===== src/rtl/hex_display_sequencer.sv =====
// hex_display_sequencer
//   Time-shares one external combinational hex-to-7-segment decoder across
//   NUM_DIGITS displays. A result word is accepted by valid/ready handshake,
//   scanned one nibble per cycle through the decoder, and the captured segment
//   words are committed to the display all at once. Leading-zero suppression,
//   per-digit blanking and per-digit blinking are applied on top.
//
// Ports
//   clk             system clock
//   rst             synchronous, active-high reset
//   upd_valid       new display request
//   upd_ready       request can be accepted (idle and not in reset)
//   upd_value       nibble k drives digit k (digit 0 = rightmost)
//   upd_blank_mask  1 = force digit dark
//   upd_blink_mask  1 = digit blinks
//   dec_nibble      to shared decoder inputs (bit 3 = A = MSB)
//   dec_seg         from shared decoder, same cycle, active-low {g,f,e,d,c,b,a}
//   hex_out         digit k on [7k+6:7k], active-low, registered
//   busy            scan or commit in progress
//
// FSM states
//   state  | meaning
//   IDLE   | waiting for a request; dec_nibble holds last scanned nibble
//   SCAN   | drive nibble[idx] to decoder, capture segments into shadow[idx]
//   COMMIT | copy shadow (with blank/suppression) to visible, latch blink mask

module hex_display_sequencer #(
    parameter int NUM_DIGITS  = 4,
    parameter int BLINK_DIV   = 25000000,
    parameter int LZ_SUPPRESS = 1
) (
    input  logic                    clk,
    input  logic                    rst,
    input  logic                    upd_valid,
    output logic                    upd_ready,
    input  logic [4*NUM_DIGITS-1:0] upd_value,
    input  logic [NUM_DIGITS-1:0]   upd_blank_mask,
    input  logic [NUM_DIGITS-1:0]   upd_blink_mask,
    output logic [3:0]              dec_nibble,
    input  logic [6:0]              dec_seg,
    output logic [7*NUM_DIGITS-1:0] hex_out,
    output logic                    busy
);

    localparam int VW    = 4 * NUM_DIGITS;
    localparam int SW    = 7 * NUM_DIGITS;
    localparam int IDX_W = (NUM_DIGITS > 1) ? $clog2(NUM_DIGITS) : 1;
    localparam int CNT_W = $clog2(BLINK_DIV);

    typedef enum logic [1:0] {
        IDLE   = 2'd0,
        SCAN   = 2'd1,
        COMMIT = 2'd2
    } state_t;

    state_t            state;
    state_t            state_nxt;
    logic [IDX_W-1:0]  idx;
    logic [VW-1:0]     value_lat;
    logic [NUM_DIGITS-1:0] blank_lat;
    logic [NUM_DIGITS-1:0] blink_lat;
    logic [NUM_DIGITS-1:0] blink_vis;
    logic [SW-1:0]     shadow;
    logic [SW-1:0]     visible;
    logic [SW-1:0]     commit_word;
    logic [3:0]        nib_last;
    logic [3:0]        cur_nibble;
    logic [CNT_W-1:0]  blink_cnt;
    logic              blink_phase;
    logic              accept;

    assign accept = upd_valid && upd_ready;

    always_comb begin
        cur_nibble = value_lat[4*int'(idx) +: 4];
    end

    // State register
    always_ff @(posedge clk) begin
        if (rst) begin
            state <= IDLE;
        end else begin
            state <= state_nxt;
        end
    end

    // Next-state and FSM outputs
    always_comb begin
        state_nxt  = state;
        upd_ready  = 1'b0;
        busy       = 1'b0;
        dec_nibble = nib_last;
        case (state)
            IDLE: begin
                upd_ready = !rst;
                if (upd_valid && !rst) begin
                    state_nxt = SCAN;
                end
            end
            SCAN: begin
                busy       = 1'b1;
                dec_nibble = cur_nibble;
                if (idx == IDX_W'(NUM_DIGITS - 1)) begin
                    state_nxt = COMMIT;
                end
            end
            COMMIT: begin
                busy      = 1'b1;
                state_nxt = IDLE;
            end
            default: begin
                state_nxt = IDLE;
            end
        endcase
    end

    // Commit word: walk from the most significant digit down so that
    // all_zero tells whether this digit and everything above it is zero.
    // Digit 0 is never suppressed so a zero value still shows "0".
    always_comb begin
        logic all_zero;
        all_zero    = 1'b1;
        commit_word = '1;
        for (int k = NUM_DIGITS - 1; k >= 0; k--) begin
            all_zero = all_zero && (value_lat[4*k +: 4] == 4'h0);
            if (blank_lat[k] || ((LZ_SUPPRESS != 0) && (k > 0) && all_zero)) begin
                commit_word[7*k +: 7] = 7'h7F;
            end else begin
                commit_word[7*k +: 7] = shadow[7*k +: 7];
            end
        end
    end

    // Datapath, blink timer and output register
    always_ff @(posedge clk) begin
        if (rst) begin
            idx         <= '0;
            value_lat   <= '0;
            blank_lat   <= '0;
            blink_lat   <= '0;
            blink_vis   <= '0;
            shadow      <= '0;
            visible     <= '1;
            nib_last    <= 4'h0;
            blink_cnt   <= '0;
            blink_phase <= 1'b0;
            hex_out     <= '1;
        end else begin
            if (blink_cnt == CNT_W'(BLINK_DIV - 1)) begin
                blink_cnt   <= '0;
                blink_phase <= ~blink_phase;
            end else begin
                blink_cnt <= blink_cnt + CNT_W'(1);
            end

            for (int k = 0; k < NUM_DIGITS; k++) begin
                hex_out[7*k +: 7] <= (blink_phase && blink_vis[k]) ? 7'h7F
                                                                  : visible[7*k +: 7];
            end

            case (state)
                IDLE: begin
                    if (accept) begin
                        value_lat <= upd_value;
                        blank_lat <= upd_blank_mask;
                        blink_lat <= upd_blink_mask;
                        idx       <= '0;
                    end
                end
                SCAN: begin
                    shadow[7*int'(idx) +: 7] <= dec_seg;
                    nib_last                 <= cur_nibble;
                    idx                      <= idx + IDX_W'(1);
                end
                COMMIT: begin
                    visible   <= commit_word;
                    blink_vis <= blink_lat;
                end
                default: begin
                end
            endcase
        end
    end

endmodule


===== config.mk =====
export PLATFORM = sky130hd
export DESIGN_NAME = hex_display_sequencer
export DESIGN_NICKNAME = d
export VERILOG_FILES = /design/src/rtl/hex_display_sequencer.sv
export SDC_FILE = /design/constraint.sdc
export NUM_CORES = 1
export LEC_CHECK = 0
export CORE_ASPECT_RATIO = 1.1
export CORE_UTILIZATION = 30
export DETAILED_ROUTE_END_ITERATION = 7
export SYNTH_ARGS = -nofsm -noshare
export SYNTH_HDL_FRONTEND = slang
export SYNTH_SLANG_ARGS = --single-unit

===== constraint.sdc =====
create_clock -name clk -period 1.96 [get_ports clk]
set_input_delay 0.294 -clock clk [delete_from_list [all_inputs] [get_ports clk]]
set_output_delay 0.294 -clock clk [all_outputs]
set_load 0.01 [all_outputs]

**Word-level counts from Yosys, hierarchy flattened**

Index checks and enable logic that the tools add are counted.

- $add $sub $neg: 3
- Multiply operators: 1
- Eq/ne operators: 7
- Shifts and indexed selects: 3
- Multiplexer cells: 13
- Bitwise gates (word level): 1
- Reductions and logical operators: 26

Operators by type and width:

| kind | number |
|---|---|
| negator 5 -> 33 bit | 1 |
| variable shift 7 x 33 -> 28 bit, first input constant | 1 |
| indexed part select 7 x 33 -> 28 bit | 1 |
| bitwise mux 28 bit | 1 |
| 2-to-1 mux 7 bit | 4 |
| adder 25 x 1 -> 25 bit, second input constant | 1 |
| == test 25 bit, second input constant | 1 |
| indexed part select 16 x 5 -> 4 bit | 1 |
| logical NOT 4 bit | 3 |
| OR reduction 2 bit | 6 |
| logical AND 1 bit | 8 |
| case mux 2 bit (2 select lines) | 2 |
| 2-to-1 mux 2 bit | 3 |
| != test 2 bit, second input constant | 3 |
| AND reduction 2 bit | 3 |
| multiplier 3 x 2 -> 5 bit, first input constant | 1 |
| == test 2 bit, second input constant | 2 |
| 2-to-1 mux 4 bit | 1 |
| logical OR 1 bit | 3 |
| adder 2 x 1 -> 2 bit, second input constant | 1 |
| == test 2 x 1 -> 1 bit, second input constant | 1 |
| logical NOT 2 bit | 1 |
| 2-to-1 mux 1 bit | 2 |
| nonzero test 2 bit | 1 |
| 2 further kinds | 2 |

- Flip-flop bits (word level): 146
- Input bits: 34
- Output and inout port bits: 34
- Word-level logic and storage cells: 69

**Logic depth before layout (Yosys ltp)**

Gate-level depths: netlist of run 1.

- Depth in word-level cells: 5
- Gate-level depth with buffers: 8
- Depth with buffers taken out: 6

**Worst setup path after synthesis of run 1**

No wires, ideal clock.

- Path type: register to register
- Start point: register idx[0]
- End point: register shadow[0]
- Library setup time: 68 ps
- Arrival: 1947 ps
- Required time: 1892 ps
- Slack: -55 ps
- Stages on the path, launching flop included: 7
- Path buffers: 1
- Clock period less this slack: 2015 ps
- Path through: dfxtp_1 buf_2 inv_1 ha_1 nor4b_1 a22oi_1 nor2_1

- Word-level cells in the longest chain between the ends: 4
- Elaborated cells on any way between the ends: 5
- Classes of those cells: add/sub: 1; mul: 1; shift: 2; mux: 1

Ends and longest elaborated chain:

| item | RTL line | RTL |
|---|---|---|
| start: declaration | 58 | `logic [IDX_W-1:0] idx;` |
| start signal: assignment | 173 | `idx <= idx + IDX_W'(1);` |
| multiplier 3 x 2 -> 5 bit * | 171 | `shadow[7*int'(idx) +: 7] <= dec_seg;` |
| negator 5 -> 33 bit * | 171 |  |
| indexed part select 7 x 33 -> 28 bit / variable shift 7 x 33 -> 28 bit (equally long branches) | 171 |  |
| bitwise mux 28 bit * | 171 |  |
| end signal: indexed assignment | 171 |  |
| end: declaration | 63 | `logic [SW-1:0] shadow;` |

Mark *: on every way between the ends. The rest lies on a longest branch, timed or not.
A chain may end at the register's enable or synchronous reset.

**Worst setup path in the final report of run 1**

- Start point: register idx[0]
- End point: output port dec_nibble[2]

- Word-level cells in the longest chain between the ends: 2

Ends and longest elaborated chain:

| item | RTL line | RTL |
|---|---|---|
| indexed part select 16 x 5 -> 4 bit | 75 | `cur_nibble = value_lat[4*int'(idx) +: 4];` |
| 2-to-1 mux 4 bit | -- |  |
| end: declaration | 39 | `output logic [3:0] dec_nibble,` |

Every way passes these cells.

==> results.md, run 1 <==
* Fmax at 494 MHz
* Critical Path End Type: output pin
* Failing checks: setup timing
* DRT iter0 DRCs at 202
* Maximum number of pins on one net before global-route repair at 99
* Most common cell in the netlist: dfxtp_1
* Final #Nets at 701
* R2r worst-path depth at 5
* Power per cell area at 912 nW/um2
* Vias in the first global route at 4218
* ANT nets after route at 0
* WL met2 at 5750 um
* Yosys reg bits at 146
* Post-synth top cells: 146 x dfxtp_1, 83 x nand2b_1, 51 x nor2_1, 40 x nand2_1
* Yosys top cell area share at 0.532
* Status: finished with violations
* Routed wl met3 at 534 um
* DR WL/cell at 13.6 um
* Final WS setup at -0.0632 ns
* Share of layout cells above drive strength 1 at 0.136
* Endpoints failing setup at 4
* Worst-margin pin slew at 0.432 ns
* Worst Setup Path Type: reg2out
* Max clock buf depth at 2
* N_diodes at 0
* DP Area at 6630 um2
* Gpl congestion at 0.763
* Mean area per synthesized cell at 9.73 um2
* Fin crit period at 2.02 ns
* Final hold violations at 0
* WL met1 at 5790 um
* Vias per cell at 4.71
* Sequential area share after synthesis at 0.532
* First-pass DRT Iterations at 4
* Max-cap violations at 0
* Total GRT Usage at 0.138
* Synth warn at 0
* DR top layer: met4
* WHS at 0.428 ns
* Core box area at 17800 um2
* Finished Layout Cells at 909
* Peak supply drop at 0.717 mV
* CTS sink count at 146
* Tot Pwr at 6.61 mW
* Area Overhead vs Synth at 31.8%
* Yosys top cell by area: dfxtp_1
* Worst-path maximum fanout at 5
* # IOs at 68
* Slew headroom at 0.709
* Initial antenna violation count at 0
* Syn_nets at 608
* Placed insts at 877
* Die X at 131 um
* Clock Root Buffer: clkbuf_16
* RSZ-0062 raised after global routing: true
* Tcrit/Tclk final at 1.03
* Slew Viols, Final at 0
* CTS tree: yes
* HP Class: in2reg
* Synthesized area at 5500 um2
* Number of synthesized flops with an enable pin at 0
* DRC errors left at 0
* H-tree levels at 4
* Post-layout util at 0.407
* Arrival @ worst endpoint at 1.73 ns
* Startpoint types: flop
* Yosys cell types at 47
* Post-synth top flop: dfxtp_1
* Required time worst endpoint at 1.67 ns
* Design Area, Final at 7250 um2
* Leading post-synthesis cells by cell area: dfxtp_1 53%, nand2b_1 9.4%, a22oi_1 3.8%
* Port buffer count at 67
* Via count at 4281
* FFs w/ async S/R, synth at 0
* First-pass GRT wire length at 20000 um
* Die H at 144 um
* Rows at 51
* Hold path depth at 3
* Die area at 18900 um2
* CTS Buf Count at 17
* FILL cells at 1725
* Total length of routed wires at 12300 um
* Final clock skew at 0.00970 ns
* Leak Pwr at 2.58 nW
* GR Overflow Total at 0
* Final HPWL DP at 8810 um
* Post-synthesis cell count at 565
* Skew-Pair Late Insertion Delay at 0.42 ns
* Post-CTS Setup Bufs at 0
* Clock Pin Slew Worst Setup and Hold Paths at 0.06 ns
* Initial Util at 0.309
registers in the layout, summed over array words and instances (netlist names):
name / cells
shadow: 28
value_lat: 16
blink_phase: 1
blink_lat: 4
idx: 2
blink_vis: 4
visible: 28
blink_cnt: 25
state: 2
hex_out: 28
nib_last: 4
blank_lat: 4
metrics by stage:
stage                     setup WS, ns  TNS, ns
final                          -0.0632   -0.213
after detailed placement        -0.157   -0.588
after CTS                      -0.0960   -0.338
after global routing            -0.114   -0.684
after global placement          -0.109   -0.422
after floorplan                -0.0309   -0.432
routing by layer:
layer | track usage | up-vias
met1 | 0.169 | 2010
met2 | 0.223 | 98
met5 | 0 | -
met3 | 0.0403 | 17
met4 | 0.0647 | 0
li1 | - | 2156
final cells by class:
cell class	instances	area, um2	area share
clock buffers	23	488	0.0673
clock inverters	9	95.1	0.0131
inverters	11	41.3	0.00570
multi-input cells	381	2440	0.337
flip-flops and latches	146	2930	0.404
well taps	238	298	0.0411
repair buffers	101	956	0.132
worst paths after layout:
kind                                    start             to  slack [ns]
worst max-delay path                   idx[0]  dec_nibble[2]       -0.06
worst min-delay path                      rst     shadow[25]        0.43
worst max register to register  blink_cnt[23]   blink_cnt[9]        0.05
worst min register to register     visible[1]     hex_out[1]        0.44
cells in the final DEF (no fill, tap or decap), types with 9 or more instances in the layout:
cell type and instances:
ha_1 9, xnor2_1 12, o21ai_0 28, nand2b_1 83
o22ai_1 28, nor2_1 51, a22oi_1 28, nand2_1 40
a21oi_1 13, clkbuf_16 17, nand3_1 9, buf_4 30
dfxtp_1 144, inv_1 11, clkdlybuf4s50_1 60
what timing repair did:
action                                  in CTS  in global routing
hold endpoints to repair                     0                  0
endpoints found under the setup margin      11                 29
hold buffers                                 0                  0
pin swaps                                    0                  1
gates resized for setup                     29                  4
power breakdown:
group          internal (mW)  switching (mW)  total [mW]  leakage [nW]
Clock                   1.89            1.23        3.13         0.284
Combinational          0.208           0.197       0.405          1.11
Sequential              3.03          0.0446        3.08          1.19
Total                   5.13            1.47        6.61          2.58
critical path, stage by stage (launching register included):
cell and delay, ns:
dfxtp_4 0.39, mux4_2 0.51, mux2_4 0.28, buf_6 0.12
logic make-up after synthesis:
group	synth area share
xor gates and xnor gates	0.0223
DFF	0.532
buffers and inverters	0.0296
and+or+nand+nor	0.230
muxes	0.0319
AOI/OAI and AO/OA	0.134
adders and majority gates	0.0205
Power figures use the tool's default switching activity.
==> inputs of run 2 (changes only) <==
--- a/config.mk
+++ b/config.mk
@@ -5,7 +5,6 @@
 export SDC_FILE = /design/constraint.sdc
 export NUM_CORES = 1
 export LEC_CHECK = 0
-export CORE_ASPECT_RATIO = 1.1
 export CORE_UTILIZATION = 30
 export DETAILED_ROUTE_END_ITERATION = 7
 export SYNTH_ARGS = -nofsm -noshare
==> results.md, run 2 (same netlist as run 1, synthesis figures left out) <==
* Core box area at 18000 um2 (+0.90%)
* Tcrit/Tclk final at 1.08 (+0.0456)
* Clock Root Buffer: clkbuf_16
* Critical Path End Type: output pin
* DRC errors left at 0 (unchanged)
* Worst Setup Path Type: reg2out
* Initial Util at 0.306 (-0.00275)
* Peak supply drop at 0.658 mV (-8.3%)
* CTS tree: yes
* Maximum number of pins on one net before global-route repair at 49 (-51%)
* Setup Total Neg Slack at -0.501 ns (-0.288 ns)
* GR Overflow Total at 0 (unchanged)
* Share of layout cells above drive strength 1 at 0.142 (+0.00660)
* Startpoint types: flop
* Footprint of the multi-input gates at 2440 um2 (unchanged)
* Die H at 137 um (-4.6%)
* Max-cap violations at 0 (unchanged)
* N_diodes at 0 (unchanged)
* Vias per cell at 4.72 (+0.18%)
* Final hold violations at 0 (unchanged)
* Largest regs: hex_out (28), shadow (28), visible (28)
* RSZ-0062 raised after global routing: true
* Power per cell area at 902 nW/um2 (-1.1%)
* First-pass DRT Iterations at 5 (+1)
* Final HPWL DP at 9040 um (+2.6%)
* CTS Buf Count at 17 (unchanged)
* Required time worst endpoint at 1.67 ns (about the same)
* Most frequent cells in the layout: 145 x dfxtp_1, 83 x nand2b_1, 60 x clkdlybuf4s50_1
* WHS at 0.385 ns (-0.0425 ns)
* Fmax at 473 MHz (-4.2%)
* Die area at 18900 um2 (about the same)
* Leak Pwr at 2.61 nW (+0.98%)
* Arrival @ worst endpoint at 1.82 ns (+0.09 ns)
* Total length of routed wires at 12700 um (+3.1%)
* ANT nets after route at 0 (unchanged)
* Post-layout util at 0.406 (-0.00126)
* DRT iter0 DRCs at 249 (+23%)
* Most common cell after layout, fill and taps aside: dfxtp_1
* Placed insts at 868 (-1.0%)
* Finished Layout Cells at 904 (-0.55%)
* Slew headroom at 0.637 (-0.0722)
* First-pass GRT wire length at 20400 um (+2.3%)
* Via count at 4265 (-0.37%)
* Endpoints failing setup at 4 (unchanged)
* Max clock buf depth at 2 (unchanged)
* Clock Pin Slew Worst Setup and Hold Paths at 0.06 ns (about the same)
* H-tree levels at 4 (unchanged)
* Area Overhead vs Synth at 32.6%
* HP Class: in2reg
* Slew Viols, Final at 0 (unchanged)
* Worst-margin pin slew at 0.544 ns (+0.112 ns)
* DR WL/cell at 14.1 um (+3.7%)
* Skew-Pair Late Insertion Delay at 0.42 ns (about the same)
* Final WS setup at -0.153 ns (-0.0895 ns)
* Die X at 137 um (+4.8%)
* Final clock skew at 0.00907 ns (-0.000633 ns)
* Final #Nets at 706 (+0.71%)
* Rows at 49 (-3.9%)
* Total GRT Usage at 0.141 (+0.00307)
* Failing checks: setup timing
* # IOs at 68 (unchanged)
* Vias in the first global route at 4140 (-1.8%)
* FILL cells at 1768 (+2.5%)
* CTS sink count at 146 (unchanged)
* Initial antenna violation count at 0 (unchanged)
* Fin crit period at 2.11 ns (+0.0895 ns)
* Worst-path maximum fanout at 5 (unchanged)
* Register Area at 2930 um2 (about the same)
* Gpl congestion at 0.827 (+8.4%)
* Port buffer count at 67 (unchanged)
* Status: finished with violations
run 2: final timing paths:
| path | start | depth (start not counted) | slack, ns | endpoint |
|---|---|---|---|---|
| setup / recovery | idx[0] | 4 | -0.15 | dec_nibble[2] |
| hold reg to reg | visible[2] | 1 | 0.44 | hex_out[2] |
| hold / removal | rst | 3 | 0.39 | blink_vis[1] |
| setup reg to reg | state[1] | 8 | 0.06 | shadow[17] |
run 2: critical path, stage by stage, from the launching register on:
cell	delay (ns)
dfxtp_4	0.39
buf_6	0.11
mux4_2	0.49
mux2_4	0.28
buf_6	0.12
run 2: power by group:
part	internal (mW)	switching (mW)
logic	0.225	0.205
registers	3.03	0.0438
clock network	1.76	1.31
total	5.01	1.56
run 2: repair_timing:
action,in CTS,in global routing
hold buffers,0,0
cloned,0,1
pin swaps,0,2
buffers inserted,3,1
gates resized for setup,31,4
endpoints found under the setup margin,27,28
run 2: through the flow:
| stage | power [mW] | setup WS (ns) | area [um2] |
|---|---|---|---|
| floorplan | 3.34 | -0.0309 | 5510 |
| CTS | 6.63 | -0.164 | 7230 |
| finish | 6.58 | -0.153 | 7290 |
| global placement | 3.53 | -0.122 | 6620 |
| global route | 6.83 | -0.199 | 7290 |
| detailed placement | 3.54 | -0.198 | 6620 |
run 2: area by class of cell:
cell class,count,area share
multi-input cells,381,0.335
repair buffers,106,0.142
clock inverters,14,0.0184
well taps,229,0.0393
clock buffers,17,0.0584
inverters,11,0.00566
flip-flops and latches,146,0.401
run 2: routing by layer:
layer | vias to the layer above | part of all wire | track usage
met5 | - | 0 | 0
met4 | 0 | 0.013 | 0.0501
met3 | 14 | 0.045 | 0.0416
met2 | 87 | 0.46 | 0.228
met1 | 2006 | 0.48 | 0.178
li1 | 2158 | - | -
